**src/rtl/axi_dma_master_if.sv**
```systemverilog
// AXI4 channel bundle (AW/W/B/AR/R) between axi_dma_master and its memory side.
interface axi_dma_master_if #(
  parameter int ID_WD   = 2,
  parameter int DATA_WD = 32,
  parameter int ADDR_WD = 32,
  parameter int STRB_WD = DATA_WD / 8
);
  logic [ADDR_WD-1:0] AWADDR;
  logic [ID_WD-1:0]   AWID;
  logic [1:0]         AWBURST;
  logic [2:0]         AWSIZE;
  logic [7:0]         AWLEN;
  logic               AWVALID;
  logic               AWREADY;

  logic [DATA_WD-1:0] WDATA;
  logic [STRB_WD-1:0] WSTRB;
  logic               WLAST;
  logic               WVALID;
  logic               WREADY;

  logic [ID_WD-1:0]   BID;
  logic [1:0]         BRESP;
  logic               BVALID;
  logic               BREADY;

  logic [ADDR_WD-1:0] ARADDR;
  logic [ID_WD-1:0]   ARID;
  logic [1:0]         ARBURST;
  logic [2:0]         ARSIZE;
  logic [7:0]         ARLEN;
  logic               ARVALID;
  logic               ARREADY;

  logic [DATA_WD-1:0] RDATA;
  logic               RLAST;
  logic [ID_WD-1:0]   RID;
  logic [1:0]         RRESP;
  logic               RVALID;
  logic               RREADY;

  modport master (
    output AWADDR, AWID, AWBURST, AWSIZE, AWLEN, AWVALID, input AWREADY,
    output WDATA, WSTRB, WLAST, WVALID, input WREADY,
    input BID, BRESP, BVALID, output BREADY,
    output ARADDR, ARID, ARBURST, ARSIZE, ARLEN, ARVALID, input ARREADY,
    input RDATA, RLAST, RID, RRESP, RVALID, output RREADY
  );

  modport slave (
    input AWADDR, AWID, AWBURST, AWSIZE, AWLEN, AWVALID, output AWREADY,
    input WDATA, WSTRB, WLAST, WVALID, output WREADY,
    output BID, BRESP, BVALID, input BREADY,
    input ARADDR, ARID, ARBURST, ARSIZE, ARLEN, ARVALID, output ARREADY,
    output RDATA, RLAST, RID, RRESP, RVALID, input RREADY
  );
endinterface

```
**src/rtl/axi_dma_master.sv**
```systemverilog
// AXI4 copy engine: per chunk one INCR read burst into a local buffer, then one INCR write burst; one burst outstanding, every channel stalls on VALID/READY.
// AXI_DMA_RESP_CHECK_EN: nonzero RRESP/BRESP sets o_err and ends the transfer once the current burst completes.
module axi_dma_master #(
  parameter int AXI_ID_WD   = 2,
  parameter int AXI_DATA_WD = 32,
  parameter int AXI_ADDR_WD = 32,
  parameter int AXI_STRB_WD = AXI_DATA_WD / 8,
  parameter int MAX_BURST   = 16,
  parameter int LEN_WD      = 16
) (
  input  logic                   M_AXI_ACLK,
  input  logic                   M_AXI_ARESET,
  input  logic                   i_start,
  input  logic [AXI_ADDR_WD-1:0] i_src_addr,
  input  logic [AXI_ADDR_WD-1:0] i_dst_addr,
  input  logic [LEN_WD-1:0]      i_num_beats,
  output logic                   o_busy,
  output logic                   o_done,
  output logic                   o_err,
  axi_dma_master_if.master       m_axi
);
  localparam int SZ       = $clog2(AXI_STRB_WD);
  localparam int BEATS_4K = 4096 / AXI_STRB_WD;
  localparam int BW       = (MAX_BURST > 1) ? $clog2(MAX_BURST) : 1;
  localparam logic [AXI_ADDR_WD-1:0] ALIGN_MASK = {{(AXI_ADDR_WD-SZ){1'b1}}, {SZ{1'b0}}};

  typedef enum logic [2:0] {IDLE, RD_ADDR, RD_DATA, WR_ADDR, WR_DATA, WR_RESP} state_t;

  state_t                 state_q;
  logic [AXI_ADDR_WD-1:0] src_q, dst_q;
  logic [LEN_WD-1:0]      remaining_q;
  logic [BW-1:0]          beat_cnt_q;
  logic                   arvalid_q, rready_q, awvalid_q, wvalid_q, wlast_q, bready_q;
  logic                   busy_q, done_q, err_q;
  logic [AXI_DATA_WD-1:0] data_buf_q [MAX_BURST];

  logic [31:0]            src_room, dst_room, chunk_w;
  logic [8:0]             chunk_n, chunk_last, beat_w;
  logic [AXI_ADDR_WD-1:0] step;
  logic                   rd_err, wr_err;

  // Chunk size clipped by remaining count, buffer depth and both 4KB pages.
  always_comb begin
    src_room = 32'(BEATS_4K) - 32'(src_q[11:SZ]);
    dst_room = 32'(BEATS_4K) - 32'(dst_q[11:SZ]);
    chunk_w  = 32'(remaining_q);
    if (32'(MAX_BURST) < chunk_w) chunk_w = 32'(MAX_BURST);
    if (src_room < chunk_w)       chunk_w = src_room;
    if (dst_room < chunk_w)       chunk_w = dst_room;
  end

  assign chunk_n    = chunk_w[8:0];
  assign chunk_last = chunk_n - 9'd1;
  assign beat_w     = 9'(beat_cnt_q);
  assign step       = AXI_ADDR_WD'(chunk_n) << SZ;

`ifdef AXI_DMA_RESP_CHECK_EN
  assign rd_err = (m_axi.RRESP != 2'b00);
  assign wr_err = (m_axi.BRESP != 2'b00);
`else
  assign rd_err = 1'b0;
  assign wr_err = 1'b0;
`endif

  logic unused_sig;
  assign unused_sig = ^{m_axi.RID, m_axi.BID, m_axi.RLAST, m_axi.RRESP, m_axi.BRESP,
                        chunk_w[31:9], chunk_last[8]};

  assign m_axi.ARADDR  = src_q;
  assign m_axi.ARID    = '0;
  assign m_axi.ARBURST = 2'b01;
  assign m_axi.ARSIZE  = 3'(SZ);
  assign m_axi.ARLEN   = chunk_last[7:0];
  assign m_axi.ARVALID = arvalid_q;
  assign m_axi.RREADY  = rready_q;
  assign m_axi.AWADDR  = dst_q;
  assign m_axi.AWID    = '0;
  assign m_axi.AWBURST = 2'b01;
  assign m_axi.AWSIZE  = 3'(SZ);
  assign m_axi.AWLEN   = chunk_last[7:0];
  assign m_axi.AWVALID = awvalid_q;
  assign m_axi.WDATA   = data_buf_q[beat_cnt_q];
  assign m_axi.WSTRB   = '1;
  assign m_axi.WLAST   = wlast_q;
  assign m_axi.WVALID  = wvalid_q;
  assign m_axi.BREADY  = bready_q;
  assign o_busy        = busy_q;
  assign o_done        = done_q;
  assign o_err         = err_q;

  always_ff @(posedge M_AXI_ACLK) begin
    if (rready_q && m_axi.RVALID) data_buf_q[beat_cnt_q] <= m_axi.RDATA;
  end

  always_ff @(posedge M_AXI_ACLK) begin
    if (M_AXI_ARESET) begin
      state_q     <= IDLE;
      src_q       <= '0;
      dst_q       <= '0;
      remaining_q <= '0;
      beat_cnt_q  <= '0;
      arvalid_q   <= 1'b0;
      rready_q    <= 1'b0;
      awvalid_q   <= 1'b0;
      wvalid_q    <= 1'b0;
      wlast_q     <= 1'b0;
      bready_q    <= 1'b0;
      busy_q      <= 1'b0;
      done_q      <= 1'b0;
      err_q       <= 1'b0;
    end else begin
      done_q <= 1'b0;
      case (state_q)
        IDLE: begin
          if (i_start) begin
            err_q <= 1'b0;
            if (i_num_beats != '0) begin
              src_q       <= i_src_addr & ALIGN_MASK;
              dst_q       <= i_dst_addr & ALIGN_MASK;
              remaining_q <= i_num_beats;
              busy_q      <= 1'b1;
              arvalid_q   <= 1'b1;
              state_q     <= RD_ADDR;
            end else begin
              done_q <= 1'b1;
            end
          end
        end
        RD_ADDR: begin
          if (m_axi.ARREADY) begin
            arvalid_q  <= 1'b0;
            rready_q   <= 1'b1;
            beat_cnt_q <= '0;
            state_q    <= RD_DATA;
          end
        end
        RD_DATA: begin
          // The beat count, not RLAST, closes the read burst.
          if (m_axi.RVALID) begin
            if (rd_err) err_q <= 1'b1;
            if (beat_w == chunk_last) begin
              rready_q   <= 1'b0;
              beat_cnt_q <= '0;
              if (err_q || rd_err) begin
                busy_q  <= 1'b0;
                done_q  <= 1'b1;
                state_q <= IDLE;
              end else begin
                awvalid_q <= 1'b1;
                state_q   <= WR_ADDR;
              end
            end else begin
              beat_cnt_q <= beat_cnt_q + BW'(1);
            end
          end
        end
        WR_ADDR: begin
          if (m_axi.AWREADY) begin
            awvalid_q <= 1'b0;
            wvalid_q  <= 1'b1;
            wlast_q   <= (chunk_last == 9'd0);
            state_q   <= WR_DATA;
          end
        end
        WR_DATA: begin
          if (m_axi.WREADY) begin
            if (wlast_q) begin
              wvalid_q   <= 1'b0;
              wlast_q    <= 1'b0;
              bready_q   <= 1'b1;
              beat_cnt_q <= '0;
              state_q    <= WR_RESP;
            end else begin
              beat_cnt_q <= beat_cnt_q + BW'(1);
              wlast_q    <= ((beat_w + 9'd1) == chunk_last);
            end
          end
        end
        WR_RESP: begin
          if (m_axi.BVALID) begin
            bready_q    <= 1'b0;
            src_q       <= src_q + step;
            dst_q       <= dst_q + step;
            remaining_q <= remaining_q - LEN_WD'(chunk_n);
            if (wr_err) err_q <= 1'b1;
            if ((remaining_q == LEN_WD'(chunk_n)) || wr_err) begin
              busy_q  <= 1'b0;
              done_q  <= 1'b1;
              state_q <= IDLE;
            end else begin
              arvalid_q <= 1'b1;
              state_q   <= RD_ADDR;
            end
          end
        end
        default: state_q <= IDLE;
      endcase
    end
  end
endmodule

```
**src/flat_wrapper.sv**
```systemverilog
// flat-port wrapper written by rule: the top's interface ports become plain ports
module axi_dma_master_flat 
#(
  parameter int AXI_ID_WD   = 2,
  parameter int AXI_DATA_WD = 32,
  parameter int AXI_ADDR_WD = 32,
  parameter int AXI_STRB_WD = AXI_DATA_WD / 8,
  parameter int MAX_BURST   = 16,
  parameter int LEN_WD      = 16
)
  (M_AXI_ACLK, M_AXI_ARESET, i_start, i_src_addr, i_dst_addr, i_num_beats, o_busy, o_done, o_err, m_axi_AWADDR, m_axi_AWID, m_axi_AWBURST, m_axi_AWSIZE, m_axi_AWLEN, m_axi_AWVALID, m_axi_AWREADY, m_axi_WDATA, m_axi_WSTRB, m_axi_WLAST, m_axi_WVALID, m_axi_WREADY, m_axi_BID, m_axi_BRESP, m_axi_BVALID, m_axi_BREADY, m_axi_ARADDR, m_axi_ARID, m_axi_ARBURST, m_axi_ARSIZE, m_axi_ARLEN, m_axi_ARVALID, m_axi_ARREADY, m_axi_RDATA, m_axi_RLAST, m_axi_RID, m_axi_RRESP, m_axi_RVALID, m_axi_RREADY);
  axi_dma_master_if #(.ID_WD(2), .DATA_WD(32), .ADDR_WD(32), .STRB_WD(4)) m_axi_i ();
  input  logic M_AXI_ACLK;
  input  logic M_AXI_ARESET;
  input  logic i_start;
  input  logic [AXI_ADDR_WD-1:0] i_src_addr;
  input  logic [AXI_ADDR_WD-1:0] i_dst_addr;
  input  logic [LEN_WD-1:0] i_num_beats;
  output logic o_busy;
  output logic o_done;
  output logic o_err;
  output wire logic [$bits(m_axi_i.AWADDR)-1:0] m_axi_AWADDR;
  output wire logic [$bits(m_axi_i.AWID)-1:0] m_axi_AWID;
  output wire logic [$bits(m_axi_i.AWBURST)-1:0] m_axi_AWBURST;
  output wire logic [$bits(m_axi_i.AWSIZE)-1:0] m_axi_AWSIZE;
  output wire logic [$bits(m_axi_i.AWLEN)-1:0] m_axi_AWLEN;
  output wire logic [$bits(m_axi_i.AWVALID)-1:0] m_axi_AWVALID;
  input wire logic [$bits(m_axi_i.AWREADY)-1:0] m_axi_AWREADY;
  output wire logic [$bits(m_axi_i.WDATA)-1:0] m_axi_WDATA;
  output wire logic [$bits(m_axi_i.WSTRB)-1:0] m_axi_WSTRB;
  output wire logic [$bits(m_axi_i.WLAST)-1:0] m_axi_WLAST;
  output wire logic [$bits(m_axi_i.WVALID)-1:0] m_axi_WVALID;
  input wire logic [$bits(m_axi_i.WREADY)-1:0] m_axi_WREADY;
  input wire logic [$bits(m_axi_i.BID)-1:0] m_axi_BID;
  input wire logic [$bits(m_axi_i.BRESP)-1:0] m_axi_BRESP;
  input wire logic [$bits(m_axi_i.BVALID)-1:0] m_axi_BVALID;
  output wire logic [$bits(m_axi_i.BREADY)-1:0] m_axi_BREADY;
  output wire logic [$bits(m_axi_i.ARADDR)-1:0] m_axi_ARADDR;
  output wire logic [$bits(m_axi_i.ARID)-1:0] m_axi_ARID;
  output wire logic [$bits(m_axi_i.ARBURST)-1:0] m_axi_ARBURST;
  output wire logic [$bits(m_axi_i.ARSIZE)-1:0] m_axi_ARSIZE;
  output wire logic [$bits(m_axi_i.ARLEN)-1:0] m_axi_ARLEN;
  output wire logic [$bits(m_axi_i.ARVALID)-1:0] m_axi_ARVALID;
  input wire logic [$bits(m_axi_i.ARREADY)-1:0] m_axi_ARREADY;
  input wire logic [$bits(m_axi_i.RDATA)-1:0] m_axi_RDATA;
  input wire logic [$bits(m_axi_i.RLAST)-1:0] m_axi_RLAST;
  input wire logic [$bits(m_axi_i.RID)-1:0] m_axi_RID;
  input wire logic [$bits(m_axi_i.RRESP)-1:0] m_axi_RRESP;
  input wire logic [$bits(m_axi_i.RVALID)-1:0] m_axi_RVALID;
  output wire logic [$bits(m_axi_i.RREADY)-1:0] m_axi_RREADY;
  assign m_axi_AWADDR = m_axi_i.AWADDR;
  assign m_axi_AWID = m_axi_i.AWID;
  assign m_axi_AWBURST = m_axi_i.AWBURST;
  assign m_axi_AWSIZE = m_axi_i.AWSIZE;
  assign m_axi_AWLEN = m_axi_i.AWLEN;
  assign m_axi_AWVALID = m_axi_i.AWVALID;
  assign m_axi_i.AWREADY = m_axi_AWREADY;
  assign m_axi_WDATA = m_axi_i.WDATA;
  assign m_axi_WSTRB = m_axi_i.WSTRB;
  assign m_axi_WLAST = m_axi_i.WLAST;
  assign m_axi_WVALID = m_axi_i.WVALID;
  assign m_axi_i.WREADY = m_axi_WREADY;
  assign m_axi_i.BID = m_axi_BID;
  assign m_axi_i.BRESP = m_axi_BRESP;
  assign m_axi_i.BVALID = m_axi_BVALID;
  assign m_axi_BREADY = m_axi_i.BREADY;
  assign m_axi_ARADDR = m_axi_i.ARADDR;
  assign m_axi_ARID = m_axi_i.ARID;
  assign m_axi_ARBURST = m_axi_i.ARBURST;
  assign m_axi_ARSIZE = m_axi_i.ARSIZE;
  assign m_axi_ARLEN = m_axi_i.ARLEN;
  assign m_axi_ARVALID = m_axi_i.ARVALID;
  assign m_axi_i.ARREADY = m_axi_ARREADY;
  assign m_axi_i.RDATA = m_axi_RDATA;
  assign m_axi_i.RLAST = m_axi_RLAST;
  assign m_axi_i.RID = m_axi_RID;
  assign m_axi_i.RRESP = m_axi_RRESP;
  assign m_axi_i.RVALID = m_axi_RVALID;
  assign m_axi_RREADY = m_axi_i.RREADY;
  axi_dma_master #(.AXI_ID_WD(AXI_ID_WD), .AXI_DATA_WD(AXI_DATA_WD), .AXI_ADDR_WD(AXI_ADDR_WD), .AXI_STRB_WD(AXI_STRB_WD), .MAX_BURST(MAX_BURST), .LEN_WD(LEN_WD)) u_core (.M_AXI_ACLK(M_AXI_ACLK), .M_AXI_ARESET(M_AXI_ARESET), .i_start(i_start), .i_src_addr(i_src_addr), .i_dst_addr(i_dst_addr), .i_num_beats(i_num_beats), .o_busy(o_busy), .o_done(o_done), .o_err(o_err), .m_axi(m_axi_i));
endmodule
```
**config.mk**
```make
export PLATFORM = sky130hd
export DESIGN_NAME = axi_dma_master_flat
export DESIGN_NICKNAME = d
export VERILOG_FILES = /design/src/rtl/axi_dma_master_if.sv /design/src/rtl/axi_dma_master.sv /design/src/flat_wrapper.sv
export SDC_FILE = /design/constraint.sdc
export NUM_CORES = 1
export LEC_CHECK = 0
export ABC_AREA = 1
export CELL_PAD_IN_SITES_DETAIL_PLACEMENT = 1
export CELL_PAD_IN_SITES_GLOBAL_PLACEMENT = 1
export CORE_ASPECT_RATIO = 1.5
export CORE_UTILIZATION = 42
export DETAILED_ROUTE_END_ITERATION = 8
export PLACE_DENSITY = 0.84
export SLEW_MARGIN = 20
export SYNTH_ARGS = -nofsm -noshare
export SYNTH_HDL_FRONTEND = slang
export SYNTH_SLANG_ARGS = --single-unit
```
**constraint.sdc**
```tcl
create_clock -name M_AXI_ACLK -period 6.9 [get_ports M_AXI_ACLK]
set_clock_uncertainty 0.1 [all_clocks]
set_input_delay 0.69 -clock M_AXI_ACLK [delete_from_list [all_inputs] [get_ports M_AXI_ACLK]]
set_output_delay 0.69 -clock M_AXI_ACLK [all_outputs]
set_load 0.02 [all_outputs]
```
==> run_results.csv <==
group,metric,value,unit
clocking,clk_pin_slew_worst_paths,70,ps
die,die_w,214.6,um
drt,wl_per_cell,25.62,um
hold_path,holdCritPathClass,"reg2reg",
final_layout,nNetsFinal,3155,
logic_synthesis,async_flop_share,0,%
drt,detail-route-antenna-nets,0,
clocking,cts_tree,"done",
placed_design,port_buffers,231,
sta,fin_crit,7441,ps
sta,worst_slew_pin_slew,1059,ps
global_route,antenna_found_initial,6,
worst_setup_path,start_kind,"register",
logic_synthesis,synth.avg_cell_area,10.88,um^2
clocking,cts-htree-levels,2,
logic_synthesis,synth_edf_count,512,
logic_synthesis,yosysWarningCount,0,
die,start_util,42.54,%
worst_setup_path,r2r-start,"u_core.m_axi.ARADDR[2]",
worst_setup_path,critPathMaxStageDelay,440,ps
global_route,use_met2,51.03,%
sta,slew_violations,0,
logic_synthesis,yosysUniqueCellTypes,56,
sta,relSlewSlack,29.37,%
logic_synthesis,ys_ff_latch,607,
die,die_y,320.8,um
logic_synthesis,syn_inst,2616,
run,cap_violations,0,
run_status,outcome,"finished, violations left",
logic_synthesis,synth_flop_cell,"edfxtp_1",
global_route,use_met3,4.407,%
placed_design,pre_cts_ws,-657.2,ps
worst_setup_path,critPathCaptureType,"register",
sta,hold_violations,0,
worst_setup_path,required,7300,ps
die,rows,116,
worst_setup_path,arrival,7840,ps
worst_setup_path,cpMaxStageDelayCell,"or3_4",
die,pin_count,268,
global_route,grt_pass1_vias,24570,
global_route,grt_pass1_wl,142.6,mm
final_layout,nFillCells,7034,
drt,routed_wl,100.1,mm
final_layout,final_core_util,53.63,%
sta,setup_tns,-7286,ps
drt,vias,22650,
sta,fin_crit_sh,107.8,%
final_layout,areaGrowthSynthToFinish,26.06,%
final_layout,drive_above_1_share,16.83,%
sta,setup_ws,-541.0,ps
drt,drt_iter0_drc,1731,
worst_setup_path,worstSetupPathType,"reg2reg",
clocking,worstSkewPairLatency,660,ps
clocking,cts-root-buf,"clkbuf_16",
clocking,cts_buffer_depth,3,
logic_synthesis,seq_area_frac_synth,60.69,%
global_route,overflow,0,
hold_path,hold_start,"u_core.m_axi.AWVALID",
die,core-area,66910,um^2
worst_setup_path,critPathBufInv,9,
sta,rsz0062_at_grt,"yes",
sta,fmax,134.4,MHz
clocking,cts_buffers,57,
die,dieArea,68840,um^2
placed_design,hpwl,55.87,mm
drt,vias_per_cell,5.798,
logic_synthesis,synth_area,28460,um^2
global_route,grt_most_used_layer,"met2",
clocking,cts.sinks,607,
worst_setup_path,worstSetupStartpoint,"u_core.m_axi.ARADDR[2]",
global_route,grt_start_max_net_pins,135,
worst_setup_path,cp_top_family,"simple AND/OR/NAND/NOR gates",
drt,drtPass1Iterations,5,
placed_design,gp_congestion,0.8675,
worst_setup_path,worstPathMaxFanout,5,
global_route,use_met1,29.17,%
drt,drcViolationCount,0,
sta,finalSetupViolCount,24,
run_status,violations,"negative setup slack",
global_route,grt.total_usage,27.22,%
==> placed cells by master, fill, tap and decap left out, types with 14 or more instances in the layout <==
master and count:
nand3_1 108, clkdlybuf4s50_1 226, xor2_1 38, clkinv_1 14, a21oi_1 233, nor2_2 14
nand2_2 34, nor2_4 27, inv_2 18, nand3_2 15, dfxtp_1 89, edfxtp_1 512
nand2_4 14, o211ai_1 135, buf_6 16, xnor2_1 24, nor2_1 58, o21ai_0 216
buf_4 184, conb_1 29, ha_4 14, ha_1 37, mux2i_1 128, clkbuf_16 57
nand2_1 281, inv_1 249, nor3_1 24, o21bai_1 37
==> worst register-to-register path: cells and delay by family (launching register included) <==
family | cells | cell delay (ps)
AOI/OAI and AO/OA | 6 | 820
buffers and inverters | 9 | 830
and+or+nand+nor | 29 | 3530
xor gates and xnor gates | 2 | 430
adders and majority gates | 5 | 1220
DFF | 1 | 380
==> what timing repair did <==
item                                    in CTS  in global routing
endpoints found under the setup margin      31                 36
resized for setup                           94                112
buffers inserted                            36                 22
pin swaps                                   46                 82
hold buffers                                 0                  0
==> synthesized netlist by cell type (all sizes together), types with 12 or more instances <==
cell type | count | area share, %
nor3 | 30 | 0.53
xnor2 | 27 | 0.83
ha | 52 | 2.3
clkbuf | 112 | 1.5
buf | 54 | 1.2
a21oi | 243 | 4.3
nand4 | 12 | 0.26
mux2i | 128 | 4.5
edfxtp | 512 | 54
o211ai | 135 | 3.6
o21bai | 38 | 1.0
dfxtp | 95 | 6.7
a211oi | 13 | 0.34
inv | 276 | 3.6
o21ai | 228 | 4.1
nand2 | 330 | 4.7
nor2 | 99 | 1.4
xor2 | 40 | 1.2
nand3 | 131 | 2.4
==> metal layers <==
metal / vias to the layer above / routed length (um)
met5: - / 38
li1: 9948 / -
met2: 1020 / 52800
met3: 343 / 6260
met1: 11340 / 35540
met4: 6 / 5470
==> through the flow <==
stage | hold slack [ps] | instance area (um^2) | instances
6_report | 370.5 | 35880 | 3907
5_1_grt | 393.7 | 35880 | 3907
4_1_cts | 373.0 | 35250 | 3890
3_5_place_dp | 360.8 | 32600 | 3747
3_3_place_gp | 351.9 | 32600 | 3747
2_1_floorplan | 352.5 | 28610 | 2643
==> worst paths after layout <==
path / slack [ps] / end / cells after the start
hold reg to reg: 370 / u_core.m_axi.AWVALID / 2
setup reg to reg: -540 / u_core.m_axi.AWADDR[28] / 51
setup / recovery: -540 / u_core.m_axi.AWADDR[28] / 51
hold / removal: 370 / u_core.m_axi.AWVALID / 2
==> sequential cells by signal (all words and copies together), names as in the netlist, named ones only <==
register and flops:
u_core.beat_cnt_q 4, u_core.o_busy 1, u_core.m_axi.ARVALID 1, u_core.m_axi.BREADY 1, u_core.o_done 1, u_core.data_buf_q 512, u_core.m_axi.WLAST 1, u_core.m_axi.WVALID 1
u_core.remaining_q 16, u_core.m_axi.AWVALID 1, u_core.m_axi.RREADY 1, u_core.state_q 3, u_core.m_axi.ARADDR 30, u_core.m_axi.AWADDR 30
==> layout make-up <==
| type | count | area (um^2) | share of cell area [%] |
|---|---|---|---|
| flip-flops and latches | 607 | 17290 | 48.20 |
| multi-input cells | 1592 | 10440 | 29.09 |
| repair buffers | 435 | 3959 | 11.03 |
| clock buffers | 61 | 1441 | 4.017 |
| well taps | 885 | 1107 | 3.086 |
| inverters | 278 | 1067 | 2.974 |
| clock inverters | 46 | 568.0 | 1.583 |
| diodes | 3 | 7.507 | 0.02092 |
==> cells by family after synthesis <==
| family | after synthesis | share of synthesized area (%) |
|---|---|---|
| AND/OR/NAND/NOR | 627 | 9.851 |
| XOR/XNOR | 67 | 2.062 |
| multiplexers | 128 | 4.501 |
| other | 2 | 0.02638 |
| AO/OA/AOI/OAI | 686 | 14.04 |
| buffers and inverters | 444 | 6.330 |
| flip-flops | 607 | 60.69 |
| adder cells (fa/ha/maj) | 55 | 2.497 |
Power is not shown: default switching activity piles up to over one toggle a cycle in this logic, so the estimate is an artifact.
